### config.mk
export PLATFORM = sky130hd
export DESIGN_NAME = pipeline_hazard_ctrl
export DESIGN_NICKNAME = d
export VERILOG_FILES = /design/src/rtl/pipeline_hazard_ctrl.sv
export SDC_FILE = /design/constraint.sdc
export NUM_CORES = 1
export LEC_CHECK = 0
export CORE_AREA = 5 5 69 71
export DETAILED_ROUTE_END_ITERATION = 6
export DIE_AREA = 0 0 74 76
export PLACE_DENSITY = 0.76
export SLEW_MARGIN = 0
export SYNTH_ARGS = -nofsm -noshare
export SYNTH_HDL_FRONTEND = slang
export SYNTH_SLANG_ARGS = --single-unit
### constraint.sdc
create_clock -name clk -period 2.5 [get_ports clk]
set_clock_uncertainty 0.2 [all_clocks]
set_input_delay 0.5 -clock clk [delete_from_list [all_inputs] [get_ports clk]]
set_output_delay 0.5 -clock clk [all_outputs]
set_load 0.01 [all_outputs]
### src/rtl/pipeline_hazard_ctrl.sv
// Stall/flush sequencer for the five-stage pipeline: load-use, taken branch and
// I/D-cache miss handling, plus a saturating count of PC-stalled cycles.
module pipeline_hazard_ctrl #(
  parameter int unsigned REG_W       = 5,
  parameter int unsigned STALL_CNT_W = 16
) (
  input  logic                   clk,
  input  logic                   reset,
  input  logic [REG_W-1:0]       id_regA,
  input  logic [REG_W-1:0]       id_regB,
  input  logic                   id_uses_regB,
  input  logic                   ex_mem_r_en,
  input  logic [REG_W-1:0]       ex_regD,
  input  logic                   ex_branch_taken,
  input  logic                   ic_miss,
  input  logic                   ic_ready,
  input  logic                   dc_miss,
  input  logic                   dc_ready,
  input  logic                   stat_clr,
  output logic                   pc_en,
  output logic                   pc_redirect,
  output logic                   en_fetch,
  output logic                   en_decode,
  output logic                   en_alu,
  output logic                   en_mem,
  output logic                   flush_fetch,
  output logic                   flush_decode,
  output logic [1:0]             state,
  output logic [STALL_CNT_W-1:0] stall_count
);

  typedef enum logic [1:0] {StRun = 2'd0, StIwait = 2'd1, StDwait = 2'd2} state_e;

  state_e                 state_q, state_d;
  logic                   ic_pend_q, ic_pend_d;
  logic                   br_pend_q, br_pend_d;
  logic [STALL_CNT_W-1:0] stall_count_q, stall_count_d;
  logic                   load_use;
  logic                   run_eval, run_dmiss, run_imiss;

  assign load_use = ex_mem_r_en && (ex_regD != '0) &&
                    ((ex_regD == id_regA) || (id_uses_regB && (ex_regD == id_regB)));

  always_comb begin
    state_d      = state_q;
    ic_pend_d    = ic_pend_q;
    br_pend_d    = br_pend_q;
    pc_en        = 1'b1;
    pc_redirect  = 1'b0;
    en_fetch     = 1'b1;
    en_decode    = 1'b1;
    en_alu       = 1'b1;
    en_mem       = 1'b1;
    flush_fetch  = 1'b0;
    flush_decode = 1'b0;
    run_eval     = 1'b0;
    run_dmiss    = 1'b0;
    run_imiss    = 1'b0;

    unique case (state_q)
      StRun: begin
        run_eval  = 1'b1;
        run_dmiss = dc_miss;
        run_imiss = ic_miss;
      end
      StIwait: begin
        if (dc_miss) begin
          {pc_en, en_fetch, en_decode, en_alu, en_mem} = '0;
          state_d   = StDwait;
          ic_pend_d = !ic_ready;
        end else if (!ic_ready) begin
          pc_en       = 1'b0;
          en_fetch    = 1'b0;
          flush_fetch = 1'b1;
          if (ex_branch_taken) begin
            // Target is latched now; redirect waits for the refill to land.
            flush_decode = 1'b1;
            br_pend_d    = 1'b1;
          end
        end else begin
          state_d   = StRun;
          br_pend_d = 1'b0;
          if (br_pend_q && !ex_branch_taken) begin
            flush_fetch = 1'b1;
            pc_en       = 1'b1;
            pc_redirect = 1'b1;
          end else begin
            run_eval = 1'b1;
          end
        end
      end
      StDwait: begin
        if (!dc_ready) begin
          {pc_en, en_fetch, en_decode, en_alu, en_mem} = '0;
          if (ic_ready) ic_pend_d = 1'b0;
        end else begin
          ic_pend_d = 1'b0;
          state_d   = (ic_pend_q && !ic_ready) ? StIwait : StRun;
          // A branch latched in IWAIT whose refill finished during the freeze.
          if (br_pend_q && !(ic_pend_q && !ic_ready) && !ex_branch_taken) begin
            br_pend_d   = 1'b0;
            flush_fetch = 1'b1;
            pc_redirect = 1'b1;
          end else begin
            run_eval  = 1'b1;
            run_imiss = ic_miss;
          end
        end
      end
      default: state_d = StRun;
    endcase

    if (run_eval) begin
      if (run_dmiss) begin
        {pc_en, en_fetch, en_decode, en_alu, en_mem} = '0;
        state_d = StDwait;
      end else if (ex_branch_taken) begin
        flush_fetch  = 1'b1;
        flush_decode = 1'b1;
        pc_redirect  = 1'b1;
        br_pend_d    = 1'b0;
      end else if (run_imiss) begin
        pc_en       = 1'b0;
        en_fetch    = 1'b0;
        flush_fetch = 1'b1;
        state_d     = StIwait;
      end else if (load_use) begin
        pc_en        = 1'b0;
        en_fetch     = 1'b0;
        flush_decode = 1'b1;
      end
    end

    if (!reset) begin
      {pc_en, pc_redirect, en_fetch, en_decode, en_alu, en_mem} = '0;
      {flush_fetch, flush_decode} = '0;
    end
  end

  always_comb begin
    stall_count_d = stall_count_q;
    if (stat_clr) begin
      stall_count_d = '0;
    end else if (!pc_en && (stall_count_q != '1)) begin
      stall_count_d = stall_count_q + STALL_CNT_W'(1);
    end
  end

  always_ff @(posedge clk or negedge reset) begin
    if (!reset) begin
      state_q       <= StRun;
      ic_pend_q     <= 1'b0;
      br_pend_q     <= 1'b0;
      stall_count_q <= '0;
    end else begin
      state_q       <= state_d;
      ic_pend_q     <= ic_pend_d;
      br_pend_q     <= br_pend_d;
      stall_count_q <= stall_count_d;
    end
  end

  assign state       = state_q;
  assign stall_count = stall_count_q;

endmodule
==> results of run 1 <==
==> worst min-delay path, delay by kind of cell (launching register included) <==
family,cells,cell delay (ns)
DFF,1,0.41
AOI/OAI and AO/OA,2,0.14
==> logic make-up (layout without fill, tap and decap cells) <==
| kind of cell | after synthesis | after routing | share of synthesized area, % |
|---|---|---|---|
| flip-flops | 20 | 20 | 30.7 |
| buffers and inverters | 13 | 112 | 4.83 |
| AND/OR/NAND/NOR | 83 | 83 | 29.1 |
| XOR/XNOR | 10 | 10 | 5.37 |
| AO/OA/AOI/OAI | 53 | 53 | 21.6 |
| adder cells (fa/ha/maj) | 5 | 5 | 3.84 |
| multiplexers | 6 | 6 | 4.53 |
==> report_power, final <==
group / switching (W) / internal [W] / leakage, nW
sequential: 0.0000421 / 0.000364 / 0.273
clock: 0.000109 / 0.000114 / 0.0228
combinational: 0.000642 / 0.000784 / 0.892
==> layer usage <==
metal  share of wire (%)  wire, um  vias to the layer above
met2                  51      2610                       54
met4                 1.7        88                        0
met3                 7.0       360                       11
met5                   0         0                        -
li1                    -         -                      897
met1                  41      2100                      912
==> layout make-up <==
cell class                 instances  area, um2  share of cell area [%]
sequential                        20        502                    18.0
tap                               52       65.1                    2.34
multi-input combinational        157       1240                    44.7
timing repair buffer             102        903                    32.5
clock buffer                       4       45.0                    1.62
inverter                           6       22.5                   0.809
==> registers in the layout, summed over array words and instances, names as in the netlist <==
| signal | flops |
|---|---|
| stall_count | 16 |
| state | 2 |
| ic_pend_q | 1 |
| br_pend_q | 1 |
==> placed cells by master (no fill, tap or decap), types with 8 or more instances in the layout <==
cell	synthesis	layout
a21oi_1	17	10
a21oi_2	1	8
buf_4	3	46
clkdlybuf4s50_1	0	29
dfrtp_1	20	19
dlygate4sd2_1	0	8
nand2_1	11	11
nor2_1	15	14
xnor2_1	10	9
==> final timing paths <==
kind                                             from                           to  slack, ns  cells past startpoint
setup / recovery                           ex_regD[2]                     en_fetch      -0.23                      6
hold / removal             stall_count[4]$_DFFE_PN0P_   stall_count[4]$_DFFE_PN0P_       0.39                      2
setup reg to reg                   state[0]$_DFF_PN0_  stall_count[10]$_DFFE_PN0P_      -0.19                     11
hold reg to reg            stall_count[4]$_DFFE_PN0P_   stall_count[4]$_DFFE_PN0P_       0.39                      2
max in group asynchronous                       reset  stall_count[13]$_DFFE_PN0P_       1.43                      3
min in group asynchronous                       reset           state[0]$_DFF_PN0_       0.46                      3
==> timing repair <==
action	CTS	global route
resized for setup	50	41
setup endpoints to repair	24	24
pin swaps	7	24
setup buffers	4	6
==> stage by stage <==
| step | setup TNS (ns) | setup slack, ns | power (W) | cells | area [um2] |
|---|---|---|---|---|---|
| global route | -4.83 | -0.305 | 0.00219 | 341 | 2780 |
| floorplan | -0.134 | -0.112 | 0.00109 | 190 | 1670 |
| CTS | -3.24 | -0.247 | 0.00188 | 335 | 2620 |
| global placement | -14.17 | -0.840 | 0.00160 | 328 | 2500 |
| detailed placement | -15.29 | -0.854 | 0.00162 | 328 | 2500 |
| finish | -3.00 | -0.234 | 0.00205 | 341 | 2780 |
==> flow_summary.json, run 1 <==
{
  "avgSynthCellArea_um2": 8.58,
  "maxCapViolations": 0,
  "cts.clk_slew.worst_paths_ns": 0.08,
  "first_global_vias": 1777,
  "port-buffer-count": 50,
  "layout-drive-gt1-share_pct": 36.0,
  "die_area_mm2": 0.00562,
  "syn-cell-area_mm2": 0.00163,
  "yosys_warnings": 0,
  "worst_slew_pin_slew_ns": 0.579,
  "grt_use_met3_pct": 3.43,
  "cts_tree": "built",
  "num_io_pins": 51,
  "hold_path_class": "register to register",
  "path_class": "input pin to output port",
  "synthCells": 190,
  "netlist_top_cells_area": "dfrtp_1 (31%), xnor2_1 (5.4%), a21oi_1 (5.2%)",
  "track_usage_pct": 17.1,
  "cts_max_level": 1,
  "firstDrtPassIters": 4,
  "cp.arrival_ns": 2.03,
  "routed_wl_um": 5160,
  "vias": 1874,
  "period_share_pct": 109,
  "cp-start-kind": "input pin",
  "die_y_um": 76,
  "finalHoldViolCount": 0,
  "crit_chain": "dlygate4sd2_1 -> or4_1 -> o21a_1 -> a21oi_2 -> o311a_4 -> buf_6",
  "cpLargestDelayFamily": "compound AO/OA/AOI/OAI gates",
  "path_buf_inv": 2,
  "initial_core_util_pct": 39.1,
  "failed_checks": "setup timing",
  "ys_async_sr_fraction_pct": 100,
  "crit_slowest_cell": "or4_1",
  "place_congestion": 0.913,
  "rows": 24,
  "grt_pass1_wl_um": 7850,
  "synth_ff_type": "dfrtp_1",
  "grt_use_met2_pct": 28.8,
  "max-vdd-ir-drop_uv": 511,
  "drc_errors": 0,
  "fin_nets": 320,
  "antenna_found_initial": 0,
  "cp_slowest_stage_delay_ns": 0.52,
  "critPathRequiredTime_ns": 1.80,
  "seq_area_frac_synth_pct": 30.7,
  "postCtsHoldBufs": 0,
  "synth.most_common_cell": "dfrtp_1",
  "final.fill_count": 341,
  "worst_slack_ns": -0.234,
  "netlist.top_cell.by_area": "dfrtp_1",
  "end_kind": "output port",
  "post_synth_num_cell_types": 51,
  "yosysTopAreaCellShare_pct": 30.7,
  "power.density_mw_per_mm2": 738,
  "clock_latency_ns": 0.26,
  "worst_hold_slack_ns": 0.387,
  "synth_edf_count": 0,
  "final_max_slew_viol_count": 0,
  "ant_nets": 0,
  "path_max_fanout": 4,
  "hpwl_um": 3720,
  "grt_max_degree": 18,
  "cts_num_sinks": 20,
  "grt_overflow": 0,
  "numCtsBuffers": 3,
  "clock_path_buffers": 2,
  "coreArea_mm2": 0.00417,
  "rsz0062_at_grt": "yes",
  "fmax_mhz": 366,
  "yosys-top-cells-count": "dfrtp_1 (20), a21oi_1 (17), nor2_1 (15)",
  "synth_fp_nets": 220,
  "status": "complete, but fails checks",
  "grt_busiest_layer": "met2",
  "drtIter0Drc": 67,
  "leakage_nw": 1.19,
  "ys_ff_latch": 20,
  "min_period_ns": 2.73,
  "wl_per_cell_um": 15.1,
  "max_slew_margin_pct": 61.3,
  "viasPerCell": 5.50,
  "n_antenna_cell": 0,
  "final_core_util_pct": 66.7,
  "die_w_um": 74,
  "syn2layout_area_growth_pct": 70.7,
  "root_buffer": "clkbuf_8",
  "use_met1_pct": 21.3,
  "setup_viol": 24
}
No activity file was read; power rests on OpenSTA's default activity.
==> run 2: changes to the inputs <==
--- a/config.mk
+++ b/config.mk
@@ -5,10 +5,10 @@
 export SDC_FILE = /design/constraint.sdc
 export NUM_CORES = 1
 export LEC_CHECK = 0
-export CORE_AREA = 5 5 69 71
+export CORE_AREA = 5 5 67 69
 export DETAILED_ROUTE_END_ITERATION = 6
-export DIE_AREA = 0 0 74 76
-export PLACE_DENSITY = 0.76
+export DIE_AREA = 0 0 72 74
+export PLACE_DENSITY = 0.77
 export SLEW_MARGIN = 0
 export SYNTH_ARGS = -nofsm -noshare
 export SYNTH_HDL_FRONTEND = slang
==> constraint.sdc (replaced) <==
create_clock -name clk -period 2.65 [get_ports clk]
set_clock_uncertainty 0.2 [all_clocks]
set_input_delay 0.53 -clock clk [delete_from_list [all_inputs] [get_ports clk]]
set_output_delay 0.53 -clock clk [all_outputs]
set_load 0.01 [all_outputs]
==> run 2 against run 1 <==
Compared with the run above:
- first-iteration DRC count rose by 63%
- final area fell by 0.58%
- combinational power fell by 10%
- critical endpoint unchanged
- critical path type unchanged
- sequential power fell by 5.7%
- the flow still finishes with violations (setup timing)
- die area fell by 5.3%
- hold slack got worse by 0.0030 ns
==> flow_summary.json, run 2 (same netlist as run 1, synthesis figures left out) <==
{
  "path_max_fanout": 4,
  "hold_path_class": "input pin to async pin",
  "rsz0062_at_grt": "yes",
  "track_usage_pct": 20.0,
  "syn2layout_area_growth_pct": 69.7,
  "switching_share_pct": 38.7,
  "coreArea_mm2": 0.00386,
  "p_switching_w": 0.000738,
  "die_w_um": 72,
  "ant_nets": 0,
  "clock_path_buffers": 2,
  "drtIter0Drc": 109,
  "period_share_pct": 104,
  "finalNonFillerCells": 333,
  "grt_overflow": 0,
  "n_antenna_cell": 0,
  "power.density_mw_per_mm2": 689,
  "wl_per_cell_um": 15.6,
  "final.fill_count": 302,
  "max-vdd-ir-drop_uv": 393,
  "die_y_um": 74,
  "final_max_slew_viol_count": 0,
  "layout-drive-gt1-share_pct": 38.5,
  "pre_cts_slack_ns": -0.779,
  "port-buffer-count": 50,
  "maxCapViolations": 0,
  "num_io_pins": 51,
  "vias": 1794,
  "cp.arrival_ns": 2.04,
  "rows": 23,
  "die_area_mm2": 0.00533,
  "cp-start-kind": "input pin",
  "path_class": "input pin to output port",
  "worst_slew_pin_slew_ns": 0.564,
  "worst_slack_ns": -0.116,
  "cts.clk_slew.worst_paths_ns": 0.08,
  "p_int_w": 0.00117,
  "p_clk_share_pct": 12.6,
  "largest_register_ffs": 16,
  "failed_checks": "setup timing",
  "drc_errors": 0,
  "grt_pass1_wl_um": 8540,
  "hpwl_um": 3660,
  "cts_max_level": 1,
  "finalHoldViolCount": 0,
  "setup_viol": 11,
  "final_common_cell": "buf_4",
  "firstDrtPassIters": 4,
  "postCtsHoldBufs": 0,
  "dp_cells": 319,
  "status": "complete, but fails checks",
  "numCtsBuffers": 3,
  "worst_hold_slack_ns": 0.384,
  "grt_max_degree": 20,
  "seqCellArea_um2": 502,
  "leakage_nw": 1.21,
  "fin_nets": 314,
  "initial_core_util_pct": 42.3,
  "max_slew_margin_pct": 62.3,
  "cts_num_sinks": 20,
  "critPathRequiredTime_ns": 1.92,
  "routed_wl_um": 5190,
  "mostFrequentLayoutCells": "buf_4 (39), clkdlybuf4s50_1 (24), dfrtp_1 (19)",
  "place_congestion": 0.896,
  "fmax_mhz": 362,
  "multi_input_area_mm2": 0.00126,
  "min_period_ns": 2.77,
  "p_seq_share_pct": 20.1,
  "viasPerCell": 5.39,
  "first_global_vias": 1808,
  "cts_tree": "built",
  "clock_latency_ns": 0.26,
  "p_comb_share_pct": 67.4,
  "root_buffer": "clkbuf_8",
  "end_kind": "output port",
  "antenna_found_initial": 0
}
==> run 2: critical path, cell delays in order <==
cell and delay, ns:
clkdlybuf4s50_1 0.47, xnor2_1 0.11, nand2_1 0.11, o22ai_2 0.18
a21oi_2 0.09, o311a_4 0.40, buf_6 0.14
==> run 2: final timing paths <==
check / startpoint / endpoint / slack (ns) / depth (start not counted)
worst max-delay path: id_regB[0] / en_fetch / -0.12 / 7
worst min-delay path: reset / br_pend_q$_DFF_PN0_ / 0.38 / 2
worst max register to register: state[0]$_DFF_PN0_ / stall_count[5]$_DFFE_PN0P_ / -0.04 / 11
worst min register to register: stall_count[4]$_DFFE_PN0P_ / stall_count[4]$_DFFE_PN0P_ / 0.40 / 2
max in group asynchronous: reset / stall_count[0]$_DFFE_PN0P_ / 1.57 / 3
min in group clk: stall_count[4]$_DFFE_PN0P_ / stall_count[4]$_DFFE_PN0P_ / 0.40 / 2
==> run 2: metal layers <==
metal | track usage (%) | share of wire (%) | wire (um) | up-vias
met3 | 3.11 | 4.3 | 225 | 9
met4 | 5.64 | 1.5 | 78 | 0
met2 | 34.8 | 51 | 2630 | 44
li1 | - | - | - | 887
met5 | 0 | 0 | 0 | -
met1 | 25.8 | 43 | 2250 | 854
==> run 2: timing repair <==
item,4_1_cts,5_1_grt
endpoints found under the setup margin,24,24
pin swaps,14,30
resized for setup,59,50
buffers inserted,5,5
==> run 2: power groups by stage <==
| stage | combinational (W) | sequential [W] | clock, W |
|---|---|---|---|
| final | 0.00128 | 0.000383 | 0.000239 |
| after global routing | 0.00139 | 0.000389 | 0.000261 |
| after CTS | 0.00116 | 0.000381 | 0.000241 |
| after detailed placement | 0.00108 | 0.000385 | 0 |
| after global placement | 0.00107 | 0.000384 | 0 |
| after floorplan | 0.000611 | 0.000405 | 0 |
==> run 2: area by class of cell <==
cell class / instances / share of cell area (%)
Clock buffer: 4 / 1.99
Inverter: 6 / 0.814
Multi-Input combinational cell: 157 / 45.6
Sequential cell: 20 / 18.1
Timing Repair Buffer: 96 / 31.2
Tap cell: 50 / 2.26
==> run 2: metrics by stage <==
step | area (um2) | setup TNS (ns) | total power [W] | utilization (%)
floorplan | 1660 | -0.0221 | 0.00102 | -
global placement | 2430 | -11.25 | 0.00145 | 63.0
detailed placement | 2430 | -11.83 | 0.00147 | 63.0
CTS | 2610 | -0.900 | 0.00178 | 67.6
global route | 2770 | -1.83 | 0.00204 | 71.7
finish | 2770 | -0.538 | 0.00191 | 71.7
==> run 3: changes to the inputs <==
--- a/config.mk
+++ b/config.mk
@@ -5,10 +5,10 @@
 export SDC_FILE = /design/constraint.sdc
 export NUM_CORES = 1
 export LEC_CHECK = 0
-export CORE_AREA = 5 5 67 69
+export CORE_AREA = 5 5 65 67
 export DETAILED_ROUTE_END_ITERATION = 6
-export DIE_AREA = 0 0 72 74
-export PLACE_DENSITY = 0.77
+export DIE_AREA = 0 0 70 72
+export PLACE_DENSITY = 0.81
 export SLEW_MARGIN = 0
 export SYNTH_ARGS = -nofsm -noshare
 export SYNTH_HDL_FRONTEND = slang
==> run 3 against run 2 <==
Compared with the run above:
- the flow still finishes with violations (setup timing)
- critical path type is now register to output port
- combinational power about the same
- cell count stayed put
- largest power group unchanged
- clock-buffer cell count unchanged
- flip-flop and latch count is the same
- critical endpoint unchanged
- non-clock buffer count rose by 2
- total power decreased by 2.7%
- die area is 5.4% lower
- clock power fell by 36%
- register-to-register slack worse by 0.07 ns
==> flow_summary.json, run 3 (same netlist as run 1, synthesis figures left out) <==
{
  "min_period_ns": 2.81,
  "grt_pass1_wl_um": 8330,
  "dp_cells": 320,
  "max_slew_margin_pct": 42.3,
  "finalNonFillerCells": 333,
  "cp.arrival_ns": 2.08,
  "end_kind": "output port",
  "period_share_pct": 106,
  "min_from": "stall_count[3]$_DFFE_PN0P_",
  "hpwl_um": 3720,
  "viasPerCell": 5.54,
  "ant_nets": 0,
  "grt_overflow": 0,
  "routed_wl_um": 5240,
  "path_class": "register to output port",
  "power.density_mw_per_mm2": 685,
  "fmax_mhz": 356,
  "first_global_vias": 1823,
  "worst_slew_pin_slew_ns": 0.861,
  "r2r_setup_slack_ns": -0.11,
  "postLayoutCellArea_mm2": 0.00271,
  "port-buffer-count": 50,
  "worst_slack_ns": -0.161,
  "vias": 1844,
  "maxCapViolations": 0,
  "initial_core_util_pct": 45.6,
  "setup_viol": 18,
  "track_usage_pct": 20.0,
  "die_y_um": 72,
  "n_antenna_cell": 0,
  "final_max_slew_viol_count": 0,
  "num_io_pins": 51,
  "leakage_nw": 1.11,
  "layout-drive-gt1-share_pct": 36.8,
  "status": "complete, but fails checks",
  "finalHoldViolCount": 0,
  "reg2reg_from": "state[0]$_DFF_PN0_",
  "hold_depth": 2,
  "mostFrequentLayoutCells": "buf_4 (41), clkdlybuf4s50_1 (33), dfrtp_1 (19)",
  "critPathRequiredTime_ns": 1.92,
  "rr_endpoint": "stall_count[5]$_DFFE_PN0P_",
  "hold_end": "stall_count[3]$_DFFE_PN0P_",
  "firstDrtPassIters": 4,
  "drtIter0Drc": 94,
  "coreArea_mm2": 0.00358,
  "grt_max_degree": 18,
  "wl_per_cell_um": 15.7,
  "final.setup.tns_ns": -1.33,
  "syn2layout_area_growth_pct": 66.0,
  "root_buffer": "clkbuf_4",
  "place_congestion": 0.913,
  "reg2regPathDepth": 11,
  "die_w_um": 70,
  "final_common_cell": "buf_4",
  "max-vdd-ir-drop_uv": 501,
  "clock_latency_ns": 0.31,
  "numCtsBuffers": 3,
  "hold_path_class": "register to register",
  "fin_nets": 316,
  "cp-start-kind": "register",
  "clock_path_buffers": 2,
  "die_area_mm2": 0.00504,
  "rows": 22,
  "path_max_fanout": 3,
  "final.fill_count": 278,
  "cts.clk_slew.worst_paths_ns": 0.11,
  "cts_max_level": 1,
  "seqCellArea_um2": 502,
  "postCtsHoldBufs": 0,
  "cts_num_sinks": 20,
  "postPlaceCellArea_mm2": 0.00245,
  "drc_errors": 0,
  "largest_register_ffs": 16,
  "rsz0062_at_grt": "yes",
  "cts_tree": "built",
  "antenna_found_initial": 0,
  "finalPower_w": 0.00185,
  "multi_input_area_mm2": 0.00123,
  "failed_checks": "setup timing"
}
==> run 3: metrics by stage <==
stage                     setup slack, ns  hold slack (ns)  util, %
after global routing               -0.241            0.438     75.6
after detailed placement           -0.716            0.378     68.5
after CTS                          -0.214            0.393     71.3
after global placement             -0.684            0.363     68.5
final                              -0.161            0.408     75.6
after floorplan                   -0.0221           0.0344        -
==> run 3: worst max path at each step <==
stage | end | startpoint | cells after the start
2_1_floorplan | pc_en | ex_regD[1] | 7
3_3_place_gp | pc_en | ex_regD[1] | 6
3_5_place_dp | en_fetch | ex_regD[1] | 6
4_1_cts | en_fetch | state[1]$_DFF_PN0_ | 8
5_1_grt | en_fetch | state[0]$_DFF_PN0_ | 9
6_report | en_fetch | state[1]$_DFF_PN0_ | 8
==> run 3: timing repair <==
item | in CTS | in global routing
gates resized for setup | 50 | 41
buffers inserted | 4 | 6
pin swaps | 7 | 15
setup endpoints to repair | 24 | 22
==> run 3: per-layer routing <==
layer / up-vias / wire (um) / GRT usage (%)
li1: 895 / - / -
met1: 854 / 2240 / 23.9
met2: 76 / 2590 / 37.0
met3: 19 / 289 / 3.46
met4: 0 / 125 / 5.32
met5: - / 0 / 0
==> run 3: final cells by class <==
cell class	count	area share [%]
Clock buffer	4	0.971
Inverter	6	0.832
Multi-Input combinational cell	157	45.5
Sequential cell	20	18.5
Tap cell	48	2.22
Timing Repair Buffer	98	31.9
==> run 3: report_power, final <==
group          switching (W)  internal (W)
clock              0.0000930     0.0000587
sequential         0.0000459      0.000343
combinational       0.000593      0.000721
total               0.000732       0.00112
==> run 3: critical path, stage by stage (launching register included) <==
cell     delay (ns)
dfrtp_2        0.45
buf_6          0.13
ha_4           0.16
nand2_4        0.05
o21ba_4        0.15
a311o_2        0.33
a21oi_2        0.15
o311a_4        0.23
buf_6          0.12
